## src/rtl/mem_port_arbiter.sv

```systemverilog
// Arbitrates one block-wide memory port between Icache fills and Dcache fills/write-backs.
// Optional grant statistics are built when ARB_STATS_EN is defined.
module mem_port_arbiter #(
  parameter int WORD_SIZE    = 16,
  parameter int BLOCK_SIZE   = 64,
  parameter int MAX_D_STREAK = 4
) (
  input  logic                  Clk,
  input  logic                  Reset_N,
  input  logic                  i_readM,
  input  logic [WORD_SIZE-1:0]  i_address,
  output logic [BLOCK_SIZE-1:0] i_rdata,
  output logic                  i_ack,
  input  logic                  d_readM,
  input  logic                  d_writeM,
  input  logic [WORD_SIZE-1:0]  d_address,
  input  logic [BLOCK_SIZE-1:0] d_wdata,
  output logic [BLOCK_SIZE-1:0] d_rdata,
  output logic                  d_ack,
  output logic                  m_readM,
  output logic                  m_writeM,
  output logic [WORD_SIZE-1:0]  m_address,
  output logic [BLOCK_SIZE-1:0] m_wdata,
  input  logic [BLOCK_SIZE-1:0] m_rdata,
  input  logic                  m_done,
  output logic [15:0]           i_grant_cnt,
  output logic [15:0]           d_grant_cnt
);

  localparam int SW = $clog2(MAX_D_STREAK + 1);
  localparam logic [SW-1:0] STREAK_MAX = SW'(MAX_D_STREAK);

  typedef enum logic [1:0] {S_IDLE, S_I_BUSY, S_D_BUSY, S_ACK} state_t;

  state_t                r_state;
  logic [SW-1:0]         r_streak;
  logic                  r_i_ack, r_d_ack;
  logic                  r_m_readM, r_m_writeM;
  logic [WORD_SIZE-1:0]  r_m_address;
  logic [BLOCK_SIZE-1:0] r_m_wdata;
  logic [BLOCK_SIZE-1:0] r_i_rdata, r_d_rdata;

  logic w_d_req, w_grant_d, w_grant_i;

  // Dcache wins unless it has already starved a pending Icache request MAX_D_STREAK times.
  assign w_d_req   = d_readM | d_writeM;
  assign w_grant_d = (r_state == S_IDLE) && w_d_req && (!i_readM || (r_streak != STREAK_MAX));
  assign w_grant_i = (r_state == S_IDLE) && i_readM && !w_grant_d;

  always_ff @(posedge Clk or negedge Reset_N) begin
    if (!Reset_N) begin
      r_state     <= S_IDLE;
      r_streak    <= '0;
      r_i_ack     <= 1'b0;
      r_d_ack     <= 1'b0;
      r_m_readM   <= 1'b0;
      r_m_writeM  <= 1'b0;
      r_m_address <= '0;
      r_m_wdata   <= '0;
      r_i_rdata   <= '0;
      r_d_rdata   <= '0;
    end else begin
      r_i_ack <= 1'b0;
      r_d_ack <= 1'b0;
      case (r_state)
        S_IDLE: begin
          if (w_grant_d) begin
            r_state     <= S_D_BUSY;
            r_m_address <= d_address;
            r_m_wdata   <= d_wdata;
            r_m_writeM  <= d_writeM;
            r_m_readM   <= ~d_writeM;
            if (!i_readM)
              r_streak <= '0;
            else if (r_streak != STREAK_MAX)
              r_streak <= r_streak + SW'(1);
          end else if (w_grant_i) begin
            r_state     <= S_I_BUSY;
            r_m_address <= i_address;
            r_m_readM   <= 1'b1;
            r_m_writeM  <= 1'b0;
            r_streak    <= '0;
          end
        end
        S_I_BUSY: begin
          if (m_done) begin
            r_i_rdata <= m_rdata;
            r_m_readM <= 1'b0;
            r_i_ack   <= 1'b1;
            r_state   <= S_ACK;
          end
        end
        S_D_BUSY: begin
          if (m_done) begin
            // The held write strobe marks a write-back, whose completion leaves d_rdata alone.
            if (!r_m_writeM)
              r_d_rdata <= m_rdata;
            r_m_readM  <= 1'b0;
            r_m_writeM <= 1'b0;
            r_d_ack    <= 1'b1;
            r_state    <= S_ACK;
          end
        end
        S_ACK:   r_state <= S_IDLE;
        default: r_state <= S_IDLE;
      endcase
    end
  end

`ifdef ARB_STATS_EN
  logic [15:0] r_i_grant_cnt, r_d_grant_cnt;

  always_ff @(posedge Clk or negedge Reset_N) begin
    if (!Reset_N) begin
      r_i_grant_cnt <= '0;
      r_d_grant_cnt <= '0;
    end else begin
      if (w_grant_i) r_i_grant_cnt <= r_i_grant_cnt + 16'd1;
      if (w_grant_d) r_d_grant_cnt <= r_d_grant_cnt + 16'd1;
    end
  end

  assign i_grant_cnt = r_i_grant_cnt;
  assign d_grant_cnt = r_d_grant_cnt;
`else
  assign i_grant_cnt = '0;
  assign d_grant_cnt = '0;
`endif

  assign i_ack     = r_i_ack;
  assign d_ack     = r_d_ack;
  assign i_rdata   = r_i_rdata;
  assign d_rdata   = r_d_rdata;
  assign m_readM   = r_m_readM;
  assign m_writeM  = r_m_writeM;
  assign m_address = r_m_address;
  assign m_wdata   = r_m_wdata;

endmodule

```

## config.mk

```make
export PLATFORM = sky130hd
export DESIGN_NAME = mem_port_arbiter
export DESIGN_NICKNAME = d
export VERILOG_FILES = /design/src/rtl/mem_port_arbiter.sv
export SDC_FILE = /design/constraint.sdc
export NUM_CORES = 1
export LEC_CHECK = 0
export ABC_AREA = 1
export CAP_MARGIN = 15
export CORE_AREA = 2 2 158 160
export DETAILED_ROUTE_END_ITERATION = 8
export DIE_AREA = 0 0 160 162
export GPL_ROUTABILITY_DRIVEN = 0
export GPL_TIMING_DRIVEN = 1
export PLACE_DENSITY = 0.73
export SYNTH_ARGS = -nofsm -noshare
export SYNTH_HDL_FRONTEND = slang
export SYNTH_SLANG_ARGS = --single-unit
```

## constraint.sdc

```tcl
create_clock -name Clk -period 1.6 [get_ports Clk]
set_clock_uncertainty 0.2 [all_clocks]
set_input_delay 0.4 -clock Clk [delete_from_list [all_inputs] [get_ports Clk]]
set_output_delay 0.4 -clock Clk [all_outputs]
set_load 0.02 [all_outputs]
```

# == After elaboration in Yosys (flattened, before gate mapping) ==
# Cells that the tools add are included.
# op_classes
addsub,1
eq_ne,8
mux,20
n_bitwise,3
reduce_logical,20
# op_table
operator,n
$mux W16,2
$mux W3,4
$reduce_and A3 Y1,4
$mux W1,8
$reduce_and A2 Y1,4
$mux W2,3
$ne A3 B3 Y1 const B,2
$pmux W2 S3,1
$reduce_bool A2 Y1,3
$eq A2 B2 Y1 const B,2
$logic_and A1 B1 Y1,4
$pmux W1 S2,2
$add A3 B1 Y3 const B,1
$ne A3 B2 Y1 const B,1
$eq A2 B1 Y1 const B,1
$logic_not A1 Y1,2
$logic_not A2 Y1,1
$ne A2 B1 Y1 const B,1
$ne A2 B2 Y1 const B,1
$not A1 Y1,2
$reduce_or A2 Y1,1
$logic_or A1 B1 Y1,1
$or A1 B1 Y1,1
# word_totals
register_bits,217
input_bits,166
out_inout_bits,244

# == Logic depth before layout (Yosys ltp) ==
# logic_depth
ltp_word,8
ltp_mapped,11

# == Least setup slack after synthesis ==
# OpenSTA, ideal clock, no wires.
# synth_timing
path_kind,register to register
start,reg r_state[0]
end,reg r_m_wdata[21] (netlist: m_wdata[21])
t_arrival_ns,1.462
setup_slack_ns,-0.178
path_stages_with_launch,11
path_buffers,3
path_cell_list,dfrtp_1 inv_1 ha_1 inv_2 nor2_8 nand2_2 buf_6 buf_6 buf_6 nand2_1 nand2_1
# synth_via
elab_chain_cells,4
# synth_rtl
element,line_no,rtl
"start, declared",35,state_t r_state;
"start signal, assigned",52,r_state <= S_IDLE;
"start signal, assigned",68,r_state <= S_D_BUSY;
"start signal, assigned",78,r_state <= S_I_BUSY;
$logic_not A2 Y1 *,"47, 65",
$logic_and A1 B1 Y1 (2 in series),47,assign w_grant_d = (r_state == S_IDLE) && w_d_req && (!i_readM || (r_streak != STREAK_MAX));
$reduce_and A2 Y1 (no line) *,n/a,
"end signal, assigned",70,r_m_wdata <= d_wdata;
"end, declared",40,logic [BLOCK_SIZE-1:0] r_m_wdata;
# Mark *: on every way between the ends. The rest lies on a longest branch, timed or not.
# A chain may end at the register's enable or synchronous reset.

# == Final worst setup path ==
# layout_timing
start,reg r_state[0]
end,reg r_d_rdata[38] (netlist: d_rdata[38])
# layout_via
elab_chain_cells,2
# layout_rtl
element,line_no,rtl
$eq A2 B2 Y1,65,case (r_state)
$reduce_and A3 Y1 (no line),n/a,
"end signal, assigned",97,r_d_rdata <= m_rdata;
"end, declared",41,"logic [BLOCK_SIZE-1:0] r_i_rdata, r_d_rdata;"
# Every way passes these cells.

==> results.yml <==
run_status:
  status: "finished with violations"
  violations: "setup timing"
placed_design:
  placedCellCount: 1662
  dp_slack_ns: -0.458
  portBuffers: 377
  dp_hpwl_mm: 19.1
pwr:
  leakage_nw: 7.95
  p_total_mw: 33.8
  powerDensity_nw_per_um2: 2180
  peakVddDrop_mv: 1.09
setup_path:
  r2r_cells: 8
  worst_r2r_startpoint: "r_state[0]"
  r2r-end: "d_rdata[38]"
  r2r_setup_slack_ns: -0.19
  worstSetupStartpointType: "register"
  critPathKind: "register to register"
  end_kind: "register"
  critPathMaxFanout: 7
  critPathRequiredTime_ns: 1.80
  cp-endpoint: "d_rdata[38]"
  crit_start: "r_state[0]"
  critPathArrivalTime_ns: 1.99
drt:
  drc_errors: 0
  antenna_left: 0
  drt_iter0_drc: 606
  post_drt_wl_per_cell_um: 17.0
  dr.pass1.iters: 5
  viasPerCell: 4.63
  vias: 8257
  wirelength_mm: 30.4
floorplanning:
  io_pins: 410
  die_w_um: 160
  die_h_um: 162
  rows: 57
  start_util_pct: 36.6
  coreArea_sq_um: 24100
  dieArea_sq_um: 25900
timing:
  max_freq_mhz: 560
  rsz0062_at_grt: "yes"
  hold-worst-slack_ns: 0.183
  setup_viol: 381
  maxSlewViolCount: 0
  final_hold_viol_count: 0
  period_minus_slack_ns: 1.79
  period_share_pct: 112
  setup_ws_ns: -0.186
yosys:
  ys_seq_elements: 217
  synthCells: 965
  synthTopCellsByArea: "dfrtp_1, nand2_1, o21ai_0, inv_1, buf_4"
  ys.warnings.count: 0
  synth.top_cell.area_share_pct: 61.6
  synth.distinct_cells: 21
  yosysSeqAreaShare_pct: 61.6
  synth_area_per_cell_sq_um: 9.14
  syn_area_sq_um: 8820
  yosysTopAreaCell: "dfrtp_1"
global_routing:
  grt_pass1_wl_mm: 44.5
  grt_max_degree: 66
  grt_pass1_vias: 8314
  antenna_found_initial: 0
  grt_overflow: 0
  grt_usage_pct: 21.4
layout:
  antennaDiodeCount: 0
  drive_above_1_share_pct: 30.1
  final_cells: 1784
  area_growth_pct: 75.9
  fin_util_pct: 64.3
  nets: 1616
clock_tree:
  clkLatencyLatePin_ns: 0.51
  ctsLongestPathBuffers: 3
  cts_root_buffer: "clkbuf_16"
  cts_made_buffers: 23
  cts.sinks: 217
  path_clk_slew_ns: 0.06
  tritoncts: "built"
  htree_levels: 1
run:
  max-cap-violations: 0
min_path:
  hp-class: "primary input to async pin"
## cells in the final DEF (no fill, tap or decap)
cell               n
inv_4              3
buf_12            16
buf_16             7
nor2_2             1
clkbuf_8           7
nor2_8             1
conb_1            32
o21ai_1           34
bufinv_16          6
xor2_1             1
nand2_8            4
nand2_1          350
clkinvlp_4         2
nand3_1           38
inv_1             86
inv_6              1
nand2_4           12
nand3_4            2
or2_4              4
nand2_2            8
clkdlybuf4s50_1  164
o21ai_4            1
o21ai_2           21
nand3b_1          16
ha_1               3
dfrtp_1          216
ha_2               1
inv_2              1
o21ai_0           78
clkinv_4           1
clkbuf_1           2
clkbuf_16         30
dfrtp_2            1
dlygate4sd3_1      1
ha_4               2
buf_4             91
buf_6            216
## cell usage after synthesis, drive strengths merged
library cell,number
or2,3
clkbuf,25
dfrtp,217
buf,57
conb,1
ha,6
inv,90
xor2,1
nor2,2
nand3,40
o21ai,134
nand2,373
nand3b,16
## layer usage
metal / global-route usage, % / part of all wire [%] / vias up
met5: 0 / 0 / -
met4: 9.25 / 4.3 / 0
met3: 5.03 / 7.1 / 84
met2: 37.4 / 50 / 350
met1: 25.5 / 38 / 3927
li1: - / - / 3896
## metrics by stage
step / instance area, sq um / setup TNS [ns]
after global placement: 13200 / -70.24
final: 15500 / -23.97
after CTS: 15000 / -28.57
after global routing: 15500 / -46.92
after floorplan: 8990 / -4.80
after detailed placement: 13200 / -75.32
## state kept, by name, indices dropped and copies added (netlist names), 2 cells and up
name and flops:
d_rdata 64, i_rdata 64, m_address 16, m_wdata 64, r_state 2, r_streak 3
## power breakdown
group / leakage, nW / switching [mW] / internal, mW / total [mW]
clock: 0.423 / 2.23 / 3.89 / 6.12
sequential: 2.71 / 2.00 / 8.08 / 10.1
combinational: 4.82 / 8.89 / 8.73 / 17.6
total: 7.95 / 13.1 / 20.7 / 33.8
## how the worst min path moves through the flow
stage | from | endpoint | slack (ns) | depth (start not counted)
after floorplan | Reset_N | d_ack | -0.1 | 0
after global placement | Reset_N | m_wdata[30] | 0.14 | 1
after detailed placement | Reset_N | m_wdata[21] | 0.14 | 1
after CTS | Reset_N | m_wdata[34] | 0.17 | 2
after global routing | Reset_N | m_wdata[34] | 0.20 | 2
final | Reset_N | m_wdata[21] | 0.18 | 2
## timing repair
item                        CTS  global route
hold buffers                  1             0
gates cloned                  5             9
resized for setup          1314            84
hold endpoints to repair    217             0
pin swaps                     2             4
setup endpoints to repair   404           421
setup buffers                59             7
## logic make-up (layout without fill, tap and decap cells)
family,Yosys count,count (layout),synth area share [%]
AND/OR/NAND/NOR,434,436,20.3
flip-flops,217,217,61.6
buffers and inverters,172,634,9.49
XOR/XNOR,1,1,0.0994
adder cells (fa/ha/maj),6,6,0.852
AO/OA/AOI/OAI,134,134,7.61
other,1,32,0.0425
## worst max-delay path, cell delays in order (launching register included)
cell and delay [ns]:
dfrtp_1 0.39, inv_2 0.09, ha_4 0.15, nand2_4 0.06, or2_4 0.35, buf_6 0.17
buf_16 0.14, nand2_1 0.05, o21ai_1 0.06
## final cells by class
| class | instances | area, sq um |
|---|---|---|
| fill | 1874 | 8600 |
| inverter | 90 | 345 |
| sequential | 217 | 5430 |
| timing repair buffer | 503 | 5470 |
| tap | 324 | 405 |
| multi-input combinational | 609 | 2980 |
| clock buffer | 31 | 666 |
| clock inverter | 10 | 213 |
No activity file was read; power rests on OpenSTA's default activity.
